[src/rtl/beep_pkg.sv]
// beep_seq shared types and constants.
// State encoding, widths and the C4..C5 note periods.
package beep_pkg;

  localparam int PERIOD_W = 18;
  localparam int NOTE_NUM = 8;

  typedef enum logic [1:0] {
    IDLE,
    LOAD,
    PLAY,
    GAP
  } state_t;

  localparam logic [PERIOD_W-1:0] P_C4 = 18'd190840;
  localparam logic [PERIOD_W-1:0] P_D4 = 18'd170068;
  localparam logic [PERIOD_W-1:0] P_E4 = 18'd151515;
  localparam logic [PERIOD_W-1:0] P_F4 = 18'd143266;
  localparam logic [PERIOD_W-1:0] P_G4 = 18'd127551;
  localparam logic [PERIOD_W-1:0] P_A4 = 18'd113636;
  localparam logic [PERIOD_W-1:0] P_B4 = 18'd101214;
  localparam logic [PERIOD_W-1:0] P_C5 = 18'd95602;

endpackage

[src/rtl/beep_seq_if.sv]
// Control and PWM configuration bundle of beep_seq.
// master = trigger side, slave = sequencer.
interface beep_seq_if;
  import beep_pkg::*;

  logic                start;
  logic                stop;
  logic                busy;
  logic                done;
  logic [2:0]          note_idx;
  logic [PERIOD_W-1:0] pwm_period;
  logic [PERIOD_W-1:0] pwm_duty;
  logic                pwm_en;

  modport master (
    output start, stop,
    input  busy, done, note_idx,
    input  pwm_period, pwm_duty, pwm_en
  );

  modport slave (
    input  start, stop,
    output busy, done, note_idx,
    output pwm_period, pwm_duty, pwm_en
  );

endinterface

[src/rtl/beep_note_rom.sv]
// Combinational note index to PWM period lookup.
// A period of zero would mark a rest.
module beep_note_rom
  import beep_pkg::*;
(
  input  logic [2:0]          idx,
  output logic [PERIOD_W-1:0] period
);

  // Fixed melody table
  always_comb begin
    period = '0;
    unique case (idx)
      3'd0: period = P_C4;
      3'd1: period = P_D4;
      3'd2: period = P_E4;
      3'd3: period = P_F4;
      3'd4: period = P_G4;
      3'd5: period = P_A4;
      3'd6: period = P_B4;
      3'd7: period = P_C5;
    endcase
  end

endmodule

[src/rtl/beep_seq.sv]
// Melody sequencer driving the PWM beeper configuration.
// BEEP_SEQ_LOOP_EN: repeat the table until stop, no done.
module beep_seq
  import beep_pkg::*;
#(
  parameter int unsigned NOTE_TICK = 15_000_000,
  parameter int unsigned GAP_TICK  = 2_500_000,
  parameter int unsigned CNT_W     = 24
) (
  input  logic       clk,
  input  logic       rst,
  beep_seq_if.slave  bus
);

  localparam logic [CNT_W-1:0] NOTE_LAST =
    CNT_W'(NOTE_TICK - 1);
  localparam logic [CNT_W-1:0] GAP_LAST =
    CNT_W'(GAP_TICK > 0 ? GAP_TICK - 1 : 0);
  localparam bit HAS_GAP = GAP_TICK > 0;

  state_t              state;
  state_t              state_n;
  logic [CNT_W-1:0]    cnt;
  logic [2:0]          idx;
  logic [PERIOD_W-1:0] rom_period;
  logic [PERIOD_W-1:0] period_q;
  logic [PERIOD_W-1:0] period_d;
  logic                busy_q, busy_d;
  logic                done_q, done_d;
  logic                en_q, en_d;
  logic                note_end;
  logic                gap_end;
  logic                last_note;

  beep_note_rom u_rom (
    .idx    (idx),
    .period (rom_period)
  );

  assign note_end = state == PLAY &&
                    cnt == NOTE_LAST;
  assign gap_end  = state == GAP &&
                    cnt == GAP_LAST;

`ifdef BEEP_SEQ_LOOP_EN
  assign last_note = 1'b0;
`else
  assign last_note = idx == 3'd7;
`endif

  // State register
  always_ff @(posedge clk) begin
    if (rst) state <= IDLE;
    else     state <= state_n;
  end

  // Next-state logic; stop overrides everything
  always_comb begin
    state_n = state;
    unique case (state)
      IDLE:
        if (bus.start) state_n = LOAD;
      LOAD:
        state_n = PLAY;
      PLAY:
        if (note_end) begin
          if (HAS_GAP)        state_n = GAP;
          else if (last_note) state_n = IDLE;
          else                state_n = LOAD;
        end
      GAP:
        if (gap_end) begin
          if (last_note) state_n = IDLE;
          else           state_n = LOAD;
        end
    endcase
    if (bus.stop) state_n = IDLE;
  end

  // Output next values, taken from the next state
  always_comb begin
    busy_d   = state_n != IDLE;
    done_d   = state != IDLE &&
               state_n == IDLE &&
               !bus.stop;
    period_d = period_q;
    if (state == LOAD) period_d = rom_period;
    en_d     = state_n == PLAY &&
               period_d != '0;
  end

  // Tick counter restarts on every state change
  always_ff @(posedge clk) begin
    if (rst) begin
      cnt <= '0;
      idx <= '0;
    end else begin
      if (state_n != state)
        cnt <= '0;
      else if (state == PLAY || state == GAP)
        cnt <= cnt + 1'b1;
      if (state == IDLE && state_n == LOAD)
        idx <= '0;
      else if (state_n == LOAD)
        idx <= idx + 1'b1;
    end
  end

  // Registered outputs
  always_ff @(posedge clk) begin
    if (rst) begin
      busy_q   <= 1'b0;
      done_q   <= 1'b0;
      en_q     <= 1'b0;
      period_q <= '0;
    end else begin
      busy_q   <= busy_d;
      done_q   <= done_d;
      en_q     <= en_d;
      period_q <= period_d;
    end
  end

  assign bus.busy       = busy_q;
  assign bus.done       = done_q;
  assign bus.pwm_en     = en_q;
  assign bus.note_idx   = idx;
  assign bus.pwm_period = period_q;
  assign bus.pwm_duty   = period_q >> 1;

endmodule

[src/flat_wrapper.sv]
// flat-port wrapper written by rule: the top's interface ports become plain ports
module beep_seq_flat import beep_pkg::*;
#(
  parameter int unsigned NOTE_TICK = 15_000_000,
  parameter int unsigned GAP_TICK  = 2_500_000,
  parameter int unsigned CNT_W     = 24
)
  (clk, rst, bus_start, bus_stop, bus_busy, bus_done, bus_note_idx, bus_pwm_period, bus_pwm_duty, bus_pwm_en);
  beep_seq_if bus_i ();
  input  logic clk;
  input  logic rst;
  input wire logic [$bits(bus_i.start)-1:0] bus_start;
  input wire logic [$bits(bus_i.stop)-1:0] bus_stop;
  output wire logic [$bits(bus_i.busy)-1:0] bus_busy;
  output wire logic [$bits(bus_i.done)-1:0] bus_done;
  output wire logic [$bits(bus_i.note_idx)-1:0] bus_note_idx;
  output wire logic [$bits(bus_i.pwm_period)-1:0] bus_pwm_period;
  output wire logic [$bits(bus_i.pwm_duty)-1:0] bus_pwm_duty;
  output wire logic [$bits(bus_i.pwm_en)-1:0] bus_pwm_en;
  assign bus_i.start = bus_start;
  assign bus_i.stop = bus_stop;
  assign bus_busy = bus_i.busy;
  assign bus_done = bus_i.done;
  assign bus_note_idx = bus_i.note_idx;
  assign bus_pwm_period = bus_i.pwm_period;
  assign bus_pwm_duty = bus_i.pwm_duty;
  assign bus_pwm_en = bus_i.pwm_en;
  beep_seq #(.NOTE_TICK(NOTE_TICK), .GAP_TICK(GAP_TICK), .CNT_W(CNT_W)) u_core (.clk(clk), .rst(rst), .bus(bus_i));
endmodule
[config.mk]
export PLATFORM = sky130hd
export DESIGN_NAME = beep_seq_flat
export DESIGN_NICKNAME = d
export VERILOG_FILES = /design/src/rtl/beep_pkg.sv /design/src/rtl/beep_seq_if.sv /design/src/rtl/beep_note_rom.sv /design/src/rtl/beep_seq.sv /design/src/flat_wrapper.sv
export SDC_FILE = /design/constraint.sdc
export NUM_CORES = 1
export LEC_CHECK = 0
export BUFFER_PORTS_ARGS = -buffer_cell sky130_fd_sc_hd__buf_2
export CORE_MARGIN = 1.5
export CORE_UTILIZATION = 32
export DETAILED_ROUTE_END_ITERATION = 12
export GPL_TIMING_DRIVEN = 0
export PLACE_DENSITY = 0.55
export SYNTH_ARGS = -nofsm -noshare
export SYNTH_HDL_FRONTEND = slang
export SYNTH_SLANG_ARGS = --single-unit
[constraint.sdc]
create_clock -name clk -period 3.55 [get_ports clk]
set_input_delay 0.5325 -clock clk [delete_from_list [all_inputs] [get_ports clk]]
set_output_delay 0.5325 -clock clk [all_outputs]
set_load 0.03 [all_outputs]
==> impl_results.html <==
<table>
<tr><th>Metric</th><th>Value</th></tr>
<tr><th colspan="2">Clock tree</th></tr>
<tr><td>Clock transition at the registers of the reported paths</td><td>roughly 80 ps</td></tr>
<tr><td>Hold buffer count at cts</td><td>0</td></tr>
<tr><td>Clk Tree Root Cell</td><td>clkbuf_8</td></tr>
<tr><td>Number of clock sinks</td><td>67</td></tr>
<tr><td>Maximum level of the CTS H-tree</td><td>3</td></tr>
<tr><td>Post-cts repair resize count</td><td>0</td></tr>
<tr><td>TritonCTS clock tree</td><td>yes</td></tr>
<tr><td>CTS max path bufs</td><td>2</td></tr>
<tr><td>Clock buffer count from CTS</td><td>9</td></tr>
<tr><td>Number of buffers inserted to repair setup after CTS</td><td>0</td></tr>
<tr><td>Clock latency on the worst-skew pair</td><td>about 350 ps</td></tr>
<tr><th colspan="2">Routing</th></tr>
<tr><td>Top routing layer in use</td><td>met4</td></tr>
<tr><td>Number of nets with antenna violations after detailed routing</td><td>0</td></tr>
<tr><td>Number of vias per cell after detailed routing</td><td>between 4 and 5</td></tr>
<tr><td>DR pass1 iterations</td><td>4</td></tr>
<tr><td>WL met1</td><td>around 3.4 mm</td></tr>
<tr><td>Routed wl met3</td><td>between 300 and 400 µm</td></tr>
<tr><td>Final routed DRC violation total</td><td>0</td></tr>
<tr><td>Met2 Wirelength</td><td>between 2 and 3 mm</td></tr>
<tr><td>Wire length reported by the detailed router</td><td>between 6 and 7 mm</td></tr>
<tr><td>Wirelength per Cell</td><td>between 10 and 15 µm</td></tr>
<tr><td>Number of vias after detailed routing</td><td>approximately 2400</td></tr>
<tr><td>Number of design-rule violations left by the first detailed-router iteration</td><td>69</td></tr>
<tr><th colspan="2">Logic synthesis</th></tr>
<tr><td>Library cell with the largest summed area after synthesis</td><td>dfxtp_1</td></tr>
<tr><td>Yosys warns</td><td>0</td></tr>
<tr><td>Netlist cell types</td><td>between 40 and 50</td></tr>
<tr><td>Net Count, Synth</td><td>~350</td></tr>
<tr><td>Largest cells by area after synthesis</td><td>dfxtp_1 43%, nand2_1 7.4%, mux2i_1 5.2%, buf_4 4.4%, nor2_1 4.3%</td></tr>
<tr><td>Count of flip-flops with a built-in enable after synthesis</td><td>0</td></tr>
<tr><td>Mapped Avg Cell Area</td><td>just over 9 µm²</td></tr>
<tr><td>Cells after Synth</td><td>~340</td></tr>
<tr><td>Sequential element share of the synthesized area</td><td>0.435</td></tr>
<tr><td>Area of the mapped netlist</td><td>3090 µm²</td></tr>
<tr><td>Prevailing post-synth register cell</td><td>dfxtp_1</td></tr>
<tr><td>Number of storage elements in the synthesis netlist</td><td>67</td></tr>
<tr><td>Synth top area share</td><td>0.435</td></tr>
<tr><td>Asr flop ratio synth</td><td>0</td></tr>
<tr><th colspan="2">Timing</th></tr>
<tr><td>Final critical-path required period</td><td>around 3200 ps</td></tr>
<tr><td>Setup repair after global routing missed its margin</td><td>no</td></tr>
<tr><td>Max Transition Viols Final</td><td>0</td></tr>
<tr><td>Final count of negative-setup-slack endpoints</td><td>0</td></tr>
<tr><td>Hold violation total from the final report</td><td>0</td></tr>
<tr><td>Maximum operating frequency</td><td>just over 300 MHz</td></tr>
<tr><td>Ratio of final minimum period to clock period</td><td>0.908</td></tr>
<tr><td>Fin worst setup slack</td><td>~330 ps</td></tr>
<tr><td>Slew at the pin closest to its max-slew limit</td><td>692 ps</td></tr>
<tr><td>Total Neg Setup Slack</td><td>0 ps</td></tr>
<tr><td>Worst relative slew slack</td><td>0.538</td></tr>
<tr><td>Final setup skew</td><td>11.7 ps</td></tr>
<tr><th colspan="2">Setup path</th></tr>
<tr><td>Critical Path Max Stage Delay</td><td>between 500 and 600 ps</td></tr>
<tr><td>Crit. End Element</td><td>register</td></tr>
<tr><td>Critical path, cell by cell</td><td>ha_1 -&gt; nand2_1 -&gt; nor4_1 -&gt; a311oi_1 -&gt; a211oi_4 -&gt; mux2i_1 -&gt; inv_1 -&gt; ha_1 -&gt; or2_2</td></tr>
<tr><td>Crit path required time</td><td>3780 ps</td></tr>
<tr><td>Startpoint class of the critical path</td><td>register</td></tr>
<tr><td>Critical path depth</td><td>9</td></tr>
<tr><td>Worst path buffer plus inverter count</td><td>1</td></tr>
<tr><td>FF-to-FF path depth</td><td>9</td></tr>
<tr><td>Slowest stage cell on the critical path</td><td>a211oi_4</td></tr>
<tr><td>CP delay by family, top</td><td>compound AO/OA/AOI/OAI gates</td></tr>
<tr><td>Crit Path Class</td><td>register to register</td></tr>
<tr><td>Top cell by count, worst path</td><td>ha_1</td></tr>
<tr><td>Crit path arrival time</td><td>3450 ps</td></tr>
<tr><td>Highest fanout seen on the critical path</td><td>7</td></tr>
<tr><th colspan="2">Final layout</th></tr>
<tr><td>Antenna Diode Count</td><td>0</td></tr>
<tr><td>Utilization of the core after routing</td><td>0.394</td></tr>
<tr><td>Proportion of layout cells with a drive suffix above 1</td><td>0.239</td></tr>
<tr><td>Fill cell count</td><td>984</td></tr>
<tr><td>Area growth, synth to finish</td><td>18.6%</td></tr>
<tr><td># nets final</td><td>about 400</td></tr>
<tr><th colspan="2">Floorplan</th></tr>
<tr><td>Row Count</td><td>35</td></tr>
<tr><td>Area enclosed by the die boundary</td><td>10200 µm²</td></tr>
<tr><td>Die span in y</td><td>slightly above 100 µm</td></tr>
<tr><td>Effective utilization at floorplan</td><td>0.332</td></tr>
<tr><td>Die width</td><td>~100 µm</td></tr>
<tr><td>Core Region</td><td>9280 µm²</td></tr>
<tr><td>I/O pin count</td><td>46</td></tr>
<tr><th colspan="2">Pwr</th></tr>
<tr><td>Worst vdd ir</td><td>about 0.18 mV</td></tr>
<tr><td>Pwr/cell area</td><td>approximately 430 nW/µm²</td></tr>
<tr><td>Leakage</td><td>around 1.6 nW</td></tr>
<tr><td>Total power after layout</td><td>about 1.6 mW</td></tr>
<tr><th colspan="2">Global routing</th></tr>
<tr><td>GRT Resource Usage Total</td><td>0.133</td></tr>
<tr><td>Wire length of the first global-routing pass</td><td>between 10 and 15 mm</td></tr>
<tr><td>Maximum number of pins on one net before global-route repair</td><td>13</td></tr>
<tr><td>Initial antenna violation count</td><td>0</td></tr>
<tr><td>Number of global-route vias before repair</td><td>2142</td></tr>
<tr><td>Congestion Overflow GR</td><td>0</td></tr>
<tr><th colspan="2">Worst hold path</th></tr>
<tr><td>Worst min path class</td><td>register to register</td></tr>
<tr><td>Depth of the worst hold-timing path</td><td>2</td></tr>
<tr><th colspan="2">Place</th></tr>
<tr><td>Post-place setup slack</td><td>approximately 340 ps</td></tr>
<tr><td>GPL Wtd Cong</td><td>0.757</td></tr>
<tr><td>Detail Placement HPWL</td><td>roughly 4.7 mm</td></tr>
<tr><td>Number of buffers inserted by port buffering</td><td>44</td></tr>
<tr><th colspan="2">Flow run</th></tr>
<tr><td>Maximum capacitance violations</td><td>0</td></tr>
<tr><th colspan="2">Outcome</th></tr>
<tr><td>Run status</td><td>finished, final reports clean</td></tr>
</table>
==> routing by layer <==
layer | global-route usage | up-vias
met2 | 0.195 | 50
met5 | 0 | -
met1 | 0.178 | 1069
li1 | - | 1242
met4 | 0.0641 | 0
met3 | 0.0421 | 9
==> power by group <==
part | leakage, nW | total (mW) | switching [mW] | internal, mW
clock | 0.0950 | 0.618 | 0.297 | 0.321
sequential | 0.543 | 0.787 | 0.0156 | 0.771
combinational | 0.972 | 0.159 | 0.104 | 0.0545
total | 1.61 | 1.56 | 0.417 | 1.15
==> synthesized netlist by cell type (2+ instances only) <==
master    instances
a21oi_1          21
and3_1            4
and3b_1           3
and4_1            7
buf_12            2
buf_4            18
clkbuf_1          7
dfxtp_1          67
ha_1             10
inv_1            12
mux2_4            4
mux2i_1          16
nand2_1          61
nand3_1           5
nand3b_1          2
nand4_1           5
nor2_1           35
nor3_1            2
nor4_1            8
nor4b_2           3
or4_1             2
xnor2_1           9
xor2_1           14
==> cell usage in the layout (no fill, tap or decap), types with 2 or more instances in the layout <==
cell        count
nand2_1        61
buf_4          18
xnor2_1         9
inv_1          12
nor4b_2         3
clkbuf_1        7
and3_1          4
nor3_1          2
mux2_4          4
and3b_1         3
xor2_1         14
buf_2          44
nand4_1         5
nand3b_1        2
nor4_1          8
and4_1          7
mux2i_1        16
or4_1           2
buf_12          2
clkbuf_8        9
nor2_1         35
ha_1           10
a21oi_1        21
clkinvlp_4      2
dfxtp_1        67
clkinv_2        3
nand3_1         5
==> tightest hold or removal path, cell delays in order (launching register included) <==
cell,delay [ps]
dfxtp_1,310
nand2_1,50
a21oi_1,50
==> final timing paths <==
| kind | start | end | slack [ps] |
|---|---|---|---|
| worst max-delay path | u_core.cnt[0]$_SDFFE_PP0P_ | u_core.u_rom.period[11]$_SDFF_PN1_ | 330 |
| worst min-delay path | u_core.u_rom.period[12]$_DFF_P_ | u_core.bus.pwm_period[12]$_SDFF_PP0_ | 440 |
| worst max register to register | u_core.cnt[0]$_SDFFE_PP0P_ | u_core.u_rom.period[11]$_SDFF_PN1_ | 330 |
| worst min register to register | u_core.u_rom.period[12]$_DFF_P_ | u_core.bus.pwm_period[12]$_SDFF_PP0_ | 440 |
==> flip-flops by register name, indices dropped and copies added (netlist names) <==
register and flops:
u_core.bus.pwm_en 1, u_core.bus.busy 1, u_core.bus.done 1, u_core.cnt 24
u_core.bus.note_idx 3, u_core.u_rom.period 17, u_core.bus.pwm_period 18, u_core.state 2
==> cell type report <==
type | count | area (µm²) | share of cell area
tap | 129 | 161 | 0.0441
timing repair buffer | 44 | 220 | 0.0602
buffer | 28 | 213 | 0.0581
inverter | 13 | 48.8 | 0.0133
clock inverter | 7 | 68.8 | 0.0188
clock buffer | 9 | 124 | 0.0338
multi-input combinational | 230 | 1480 | 0.405
sequential | 67 | 1340 | 0.366
==> cells by family after synthesis <==
logic type                 Yosys count  synth area share
and+or+nand+nor                    145             0.238
DFF                                 67             0.435
buffers and inverters               41            0.0847
AOI/OAI and AO/OA                   31            0.0645
xor gates and xnor gates            23            0.0653
muxes                               20            0.0713
adders and majority gates           10            0.0405
other                                1           0.00121
==> stage by stage <==
stage                     hold slack [ps]  instance area (µm²)  std cells
final                                 438                 3660        527
after global routing                  462                 3660        527
after CTS                             443                 3660        527
after detailed placement              444                 3470        511
after global placement                438                 3470        511
after floorplan                       427                 3090        338
Note: power is estimated with default switching activity, not from simulation.
